## src/rtl/sram_bridge16_if.sv

```systemverilog
// CPU-side request bus and SRAM pad-side signals of the 16-bit SRAM bridge.
// The bridge uses the slave modport; the CPU/pad environment uses master.
interface sram_bridge16_if #(
  parameter int AW = 19
);
  logic          req;
  logic          we;
  logic          ben;
  logic [23:0]   adr;
  logic [31:0]   wdata;
  logic [31:0]   rdata;
  logic          stall;
  logic [AW-1:0] sram_a;
  logic [15:0]   sram_dout;
  logic [15:0]   sram_din;
  logic          sram_doe;
  logic          sram_ce_n;
  logic          sram_oe_n;
  logic          sram_we_n;
  logic          sram_lb_n;
  logic          sram_ub_n;

  modport slave (
    input  req, we, ben, adr, wdata, sram_din,
    output rdata, stall, sram_a, sram_dout, sram_doe,
           sram_ce_n, sram_oe_n, sram_we_n, sram_lb_n, sram_ub_n
  );

  modport master (
    output req, we, ben, adr, wdata, sram_din,
    input  rdata, stall, sram_a, sram_dout, sram_doe,
           sram_ce_n, sram_oe_n, sram_we_n, sram_lb_n, sram_ub_n
  );
endinterface

```

## src/rtl/sram_bridge16.sv

```systemverilog
// Runs one 32-bit CPU access as one (byte) or two (word) halfword phases on an
// asynchronous 16-bit SRAM, stalling the CPU until the access completes.
module sram_bridge16 #(
  parameter int AW   = 19,
  parameter int WAIT = 1
) (
  input logic            clk,
  input logic            rst,
  sram_bridge16_if.slave bus
);
  typedef enum logic [1:0] {
    IDLE = 2'd0,
    RD   = 2'd1,
    WR   = 2'd2,
    DONE = 2'd3
  } state_t;

  localparam logic [4:0] RD_LAST  = 5'(WAIT);
  localparam logic [4:0] WR_LAST  = 5'(WAIT + 1);
  localparam logic [4:0] STB_LAST = 5'((WAIT == 0) ? 1 : WAIT);

  state_t        state_q, state_d;
  logic          ph_q, ph_d;
  logic [4:0]    wc_q, wc_d;
  logic          ben_q, ben_d;
  logic [AW:0]   adr_q, adr_d;
  logic [31:0]   wdata_q, wdata_d;
  logic [31:0]   rdata_q, rdata_d;
  logic [AW-1:0] a_q, a_d;
  logic [15:0]   dout_q, dout_d;
  logic          doe_q, doe_d;
  logic          ce_n_q, ce_n_d;
  logic          oe_n_q, oe_n_d;
  logic          we_n_q, we_n_d;
  logic          lb_n_q, lb_n_d;
  logic          ub_n_q, ub_n_d;
  logic          lane_s;
  logic          hi_s;
  logic [AW-1:0] a_nxt_s;

  // Next-state sequencing, then pad outputs derived from the state being entered
  always_comb begin
    state_d = state_q;
    ph_d    = ph_q;
    wc_d    = wc_q;
    ben_d   = ben_q;
    adr_d   = adr_q;
    wdata_d = wdata_q;
    rdata_d = rdata_q;
    lane_s  = ben_q ? adr_q[1] : ph_q;

    case (state_q)
      IDLE: begin
        if (bus.req) begin
          ben_d   = bus.ben;
          adr_d   = bus.adr[AW:0];
          wdata_d = bus.wdata;
          state_d = bus.we ? WR : RD;
          ph_d    = 1'b0;
          wc_d    = 5'd0;
        end else begin
          state_d = IDLE;
        end
      end
      RD: begin
        if (wc_q == RD_LAST) begin
          // Byte reads clear the unused lane; word reads fill one lane per phase
          if (ben_q) begin
            rdata_d = lane_s ? {bus.sram_din, 16'h0000} : {16'h0000, bus.sram_din};
          end else if (lane_s) begin
            rdata_d[31:16] = bus.sram_din;
          end else begin
            rdata_d[15:0] = bus.sram_din;
          end
          if (ben_q || ph_q) begin
            state_d = DONE;
          end else begin
            ph_d = 1'b1;
            wc_d = 5'd0;
          end
        end else begin
          wc_d = wc_q + 5'd1;
        end
      end
      WR: begin
        if (wc_q == WR_LAST) begin
          if (ben_q || ph_q) begin
            state_d = DONE;
          end else begin
            ph_d = 1'b1;
            wc_d = 5'd0;
          end
        end else begin
          wc_d = wc_q + 5'd1;
        end
      end
      DONE: begin
        state_d = IDLE;
      end
      default: begin
        state_d = IDLE;
      end
    endcase

    hi_s    = ben_d ? adr_d[1] : ph_d;
    a_nxt_s = ben_d ? adr_d[AW:1] : {adr_d[AW:2], ph_d};
    a_d     = a_q;
    dout_d  = dout_q;
    doe_d   = 1'b0;
    ce_n_d  = 1'b1;
    oe_n_d  = 1'b1;
    we_n_d  = 1'b1;
    lb_n_d  = 1'b1;
    ub_n_d  = 1'b1;

    case (state_d)
      RD: begin
        a_d    = a_nxt_s;
        ce_n_d = 1'b0;
        oe_n_d = 1'b0;
        lb_n_d = ben_d ? adr_d[0] : 1'b0;
        ub_n_d = ben_d ? ~adr_d[0] : 1'b0;
      end
      WR: begin
        // Setup at wc=0, strobe through STB_LAST; with WAIT=0 the strobe is the final cycle
        a_d    = a_nxt_s;
        dout_d = hi_s ? wdata_d[31:16] : wdata_d[15:0];
        doe_d  = 1'b1;
        ce_n_d = 1'b0;
        we_n_d = ~((wc_d >= 5'd1) && (wc_d <= STB_LAST));
        lb_n_d = ben_d ? adr_d[0] : 1'b0;
        ub_n_d = ben_d ? ~adr_d[0] : 1'b0;
      end
      IDLE, DONE: begin
        doe_d = 1'b0;
      end
      default: begin
        doe_d = 1'b0;
      end
    endcase
  end

  // State, captured request and registered pad outputs
  always_ff @(posedge clk or negedge rst) begin
    if (!rst) begin
      state_q <= IDLE;
      ph_q    <= 1'b0;
      wc_q    <= 5'd0;
      ben_q   <= 1'b0;
      adr_q   <= {(AW + 1){1'b0}};
      wdata_q <= 32'h0000_0000;
      rdata_q <= 32'h0000_0000;
      a_q     <= {AW{1'b0}};
      dout_q  <= 16'h0000;
      doe_q   <= 1'b0;
      ce_n_q  <= 1'b1;
      oe_n_q  <= 1'b1;
      we_n_q  <= 1'b1;
      lb_n_q  <= 1'b1;
      ub_n_q  <= 1'b1;
    end else begin
      state_q <= state_d;
      ph_q    <= ph_d;
      wc_q    <= wc_d;
      ben_q   <= ben_d;
      adr_q   <= adr_d;
      wdata_q <= wdata_d;
      rdata_q <= rdata_d;
      a_q     <= a_d;
      dout_q  <= dout_d;
      doe_q   <= doe_d;
      ce_n_q  <= ce_n_d;
      oe_n_q  <= oe_n_d;
      we_n_q  <= we_n_d;
      lb_n_q  <= lb_n_d;
      ub_n_q  <= ub_n_d;
    end
  end

  assign bus.stall     = rst & ((bus.req & (state_q == IDLE)) | (state_q == RD) | (state_q == WR));
  assign bus.rdata     = rdata_q;
  assign bus.sram_a    = a_q;
  assign bus.sram_dout = dout_q;
  assign bus.sram_doe  = doe_q;
  assign bus.sram_ce_n = ce_n_q;
  assign bus.sram_oe_n = oe_n_q;
  assign bus.sram_we_n = we_n_q;
  assign bus.sram_lb_n = lb_n_q;
  assign bus.sram_ub_n = ub_n_q;
endmodule

```

## src/flat_wrapper.sv

```systemverilog
// flat-port wrapper written by rule: the top's interface ports become plain ports
module sram_bridge16_flat 
#(
  parameter int AW   = 19,
  parameter int WAIT = 1
)
  (clk, rst, bus_req, bus_we, bus_ben, bus_adr, bus_wdata, bus_sram_din, bus_rdata, bus_stall, bus_sram_a, bus_sram_dout, bus_sram_doe, bus_sram_ce_n, bus_sram_oe_n, bus_sram_we_n, bus_sram_lb_n, bus_sram_ub_n);
  sram_bridge16_if #(.AW(AW)) bus_i ();
  input logic clk;
  input logic rst;
  input wire logic [$bits(bus_i.req)-1:0] bus_req;
  input wire logic [$bits(bus_i.we)-1:0] bus_we;
  input wire logic [$bits(bus_i.ben)-1:0] bus_ben;
  input wire logic [$bits(bus_i.adr)-1:0] bus_adr;
  input wire logic [$bits(bus_i.wdata)-1:0] bus_wdata;
  input wire logic [$bits(bus_i.sram_din)-1:0] bus_sram_din;
  output wire logic [$bits(bus_i.rdata)-1:0] bus_rdata;
  output wire logic [$bits(bus_i.stall)-1:0] bus_stall;
  output wire logic [$bits(bus_i.sram_a)-1:0] bus_sram_a;
  output wire logic [$bits(bus_i.sram_dout)-1:0] bus_sram_dout;
  output wire logic [$bits(bus_i.sram_doe)-1:0] bus_sram_doe;
  output wire logic [$bits(bus_i.sram_ce_n)-1:0] bus_sram_ce_n;
  output wire logic [$bits(bus_i.sram_oe_n)-1:0] bus_sram_oe_n;
  output wire logic [$bits(bus_i.sram_we_n)-1:0] bus_sram_we_n;
  output wire logic [$bits(bus_i.sram_lb_n)-1:0] bus_sram_lb_n;
  output wire logic [$bits(bus_i.sram_ub_n)-1:0] bus_sram_ub_n;
  assign bus_i.req = bus_req;
  assign bus_i.we = bus_we;
  assign bus_i.ben = bus_ben;
  assign bus_i.adr = bus_adr;
  assign bus_i.wdata = bus_wdata;
  assign bus_i.sram_din = bus_sram_din;
  assign bus_rdata = bus_i.rdata;
  assign bus_stall = bus_i.stall;
  assign bus_sram_a = bus_i.sram_a;
  assign bus_sram_dout = bus_i.sram_dout;
  assign bus_sram_doe = bus_i.sram_doe;
  assign bus_sram_ce_n = bus_i.sram_ce_n;
  assign bus_sram_oe_n = bus_i.sram_oe_n;
  assign bus_sram_we_n = bus_i.sram_we_n;
  assign bus_sram_lb_n = bus_i.sram_lb_n;
  assign bus_sram_ub_n = bus_i.sram_ub_n;
  sram_bridge16 #(.AW(AW), .WAIT(WAIT)) u_core (.clk(clk), .rst(rst), .bus(bus_i));
endmodule
```

## config.mk

```make
export PLATFORM = sky130hd
export DESIGN_NAME = sram_bridge16_flat
export DESIGN_NICKNAME = d
export VERILOG_FILES = /design/src/rtl/sram_bridge16_if.sv /design/src/rtl/sram_bridge16.sv /design/src/flat_wrapper.sv
export SDC_FILE = /design/constraint.sdc
export NUM_CORES = 1
export LEC_CHECK = 0
export CORE_MARGIN = 2
export CORE_UTILIZATION = 50
export CTS_BUF_LIST = sky130_fd_sc_hd__clkbuf_4 sky130_fd_sc_hd__clkbuf_8
export CTS_CLUSTER_DIAMETER = 120
export DETAILED_ROUTE_END_ITERATION = 8
export GPL_ROUTABILITY_DRIVEN = 0
export PLACE_DENSITY = 0.94
export SKIP_LAST_GASP = 1
export SLEW_MARGIN = 10
export SYNTH_ARGS = -nofsm -noshare
export SYNTH_HDL_FRONTEND = slang
export SYNTH_SLANG_ARGS = --single-unit
```

## constraint.sdc

```tcl
create_clock -name clk -period 4.5 [get_ports clk]
set_clock_uncertainty 0.2 [all_clocks]
set_input_delay 0.9 -clock clk [delete_from_list [all_inputs] [get_ports clk]]
set_output_delay 0.9 -clock clk [all_outputs]
set_load 0.05 [all_outputs]
```

==> flow_metrics.env <==
export IMPL_yosys_area_top_type_share_pct=56.7
export IMPL_layout_common_cells="clkdlybuf4s50_1, dfrtp_1, nand2_1"
export IMPL_critPathLaunchType="primary input"
export IMPL_synth_async_reset_ratio_pct=100
export IMPL_die_x_um=111
export IMPL_p_leak_nw=3.32
export IMPL_crit_path_max_incr_delay_ns=0.79
export IMPL_core_area_um2=11000
export IMPL_setup_viol=0
export IMPL_synth_cell_types=46
export IMPL_cts_setup_buffers=0
export IMPL_h_tree_depth=4
export IMPL_run_status="completed"
export IMPL_drt_wirelength_per_cell_um=17.5
export IMPL_tns_ns=0
export IMPL_rsz0062_at_grt="no"
export IMPL_total_power_w=0.00676
export IMPL_grt_pass1_wl_um=22100
export IMPL_syn_area_per_cell_um2=12.1
export IMPL_path_class="primary input to output pin"
export IMPL_firstDrtPassIters=4
export IMPL_die_area_um2=12300
export IMPL_grt_max_degree=75
export IMPL_mostFrequentLayoutCell="clkdlybuf4s50_1"
export IMPL_clock_sinks=134
export IMPL_crit_fanout=7
export IMPL_num_antenna_cells=0
export IMPL_finalHoldViolations=0
export IMPL_cts_hold_buf=0
export IMPL_worst_pin_slew_ns=0.925
export IMPL_cts_made_buffers=17
export IMPL_grt_total_usage_pct=22.5
export IMPL_io_pins=151
export IMPL_finalNonFillerCells=767
export IMPL_cts_tree="done"
export IMPL_crit_arrival_ns=2.84
export IMPL_holdWs_ns=0.270
export IMPL_power_density_nw_per_um2=888
export IMPL_cts_resized=0
export IMPL_slew_viol_final=0
export IMPL_hold_path_class="register to register"
export IMPL_yosysTopAreaCell="dfrtp_1"
export IMPL_port_buffers=146
export IMPL_fin_nets=696
export IMPL_r2r_setup_slack_ns=0.75
export IMPL_post_place_ws_ns=0.560
export IMPL_syn2layout_area_growth_pct=33.6
export IMPL_crit_chain="clkdlybuf4s50_1, nor3_1, nor2_1, and2_1, clkdlybuf4s50_1"
export IMPL_drive_above_1_share_pct=18.0
export IMPL_synth_ff_type="dfrtp_1"
export IMPL_synth_area_um2=5690
export IMPL_critical_path_endpoint_type="output pin"
export IMPL_ys_seq_elements=134
export IMPL_drtAntennaViolNets=0
export IMPL_drt_iter0_markers=362
export IMPL_syn_num_nets=554
export IMPL_rows=38
export IMPL_fin_crit_sh_pct=87.5
export IMPL_path_buf_inv=2
export IMPL_fp_dieH_um=111
export IMPL_min_period_ns=3.94
export IMPL_drv_cap=0
export IMPL_cp_required_ns=3.40
export IMPL_wirelength_um=13400
export IMPL_synth_edf_count=0
export IMPL_initial_core_util_pct=51.8
export IMPL_cts_buffer_depth=2
export IMPL_relSlewSlack_pct=38.3
export IMPL_cts_root_buf="clkbuf_8"
export IMPL_crit_top_cell="clkdlybuf4s50_1"
export IMPL_drc=0
export IMPL_fin_ws_ns=0.562
export IMPL_grt_ovfl_total=0
export IMPL_vdd_drop_max_mv=0.507
export IMPL_clkLatencyLatePin_ns=0.42
export IMPL_dp_cells=735
export IMPL_yosysSeqAreaShare_pct=59.0
export IMPL_antenna_found_initial=0
export IMPL_cp_top_family="buffers and inverters"
export IMPL_dp_hpwl_um=9290
export IMPL_ys_warn_count=0
export IMPL_grt_pass1_vias=4444
export IMPL_via_per_inst=5.52
export IMPL_fmax_mhz=254
export IMPL_cpMaxStageDelayCell="clkdlybuf4s50_1"
export IMPL_synthCells=472
export IMPL_clk_pin_slew_worst_paths_ns=0.08
export IMPL_vias=4237
export IMPL_yosys_top_cells_area="dfrtp_1, mux2_2, nand2_1"
synth_stat cells, drive strengths merged (3+ instances only):
cell      n
nand3    17
mux2i    17
dfstp     5
buf      18
ha        5
nand2b    3
o21ai    19
or3       3
nor2     21
a21o      4
clkbuf   13
nor3      4
o32ai    17
a221oi   16
mux2     54
nor2b     7
nand2    68
and2      3
dfrtp   129
inv      23
worst register-to-register path: stages, from the launching register on:
cell and delay (ns):
dfrtp_1 0.44, inv_1 0.10, ha_1 0.14, or4b_1 0.59, or3_1 0.75, o21ai_0 0.30
ha_1 0.27, buf_4 0.30, o211a_4 0.39, a221oi_1 0.15
final timing paths:
kind,cells past startpoint,endpoint,from
worst min-delay path,2,u_core.bus.rdata[22],u_core.bus.rdata[22]
worst max-delay path,5,bus_stall,bus_req
max in group asynchronous,3,u_core.adr_q[4],rst
worst max register to register,9,u_core.bus.sram_dout[6],u_core.wc_q[1]
worst min register to register,2,u_core.bus.rdata[22],u_core.bus.rdata[22]
min in group asynchronous,2,u_core.bus.rdata[12],rst
cells by family (layout without fill, tap and decap cells):
family	Yosys count	count (layout)	synth area share, %
adder cells (fa/ha/maj)	5	5	1.10
XOR/XNOR	1	1	0.154
buffers and inverters	54	209	4.33
flip-flops	134	134	59.0
AND/OR/NAND/NOR	135	135	10.8
multiplexers	71	71	13.7
AO/OA/AOI/OAI	72	72	11.0
metrics by stage:
stage / area (um2) / util (%)
finish: 7610 / 69.3
global route: 7610 / 69.3
CTS: 7610 / 69.3
detailed placement: 7240 / 65.9
global placement: 7240 / 65.9
floorplan: 5690 / -
power breakdown:
group	leakage [nW]	switching, W	internal (W)
Sequential	1.60	0.000309	0.00182
Combinational	1.55	0.00230	0.00140
Clock	0.172	0.000475	0.000454
Total	3.32	0.00308	0.00368
flip-flops by register name, indices dropped and copies added (netlist names), 2 cells and up:
register / count
u_core.bus.rdata: 32
u_core.bus.sram_dout: 16
u_core.state_q: 2
u_core.wc_q: 5
u_core.adr_q: 20
u_core.wdata_q: 32
u_core.bus.sram_a: 19
layer usage:
metal	GRT usage (%)	wire length [um]	vias to the layer above
met5	0	0	-
met4	8.42	167	0
met3	5.69	827	11
met2	38.8	6890	159
met1	27.3	5500	2122
li1	-	-	1945
area by class of cell:
type	instances	area (um2)
clock inverter	13	124
clock buffer	19	249
multi-input combinational	284	2090
timing repair buffer	154	1520
inverter	23	86.3
fill	779	3370
sequential	134	3360
tap	140	175
Power figures use the tool's default switching activity.
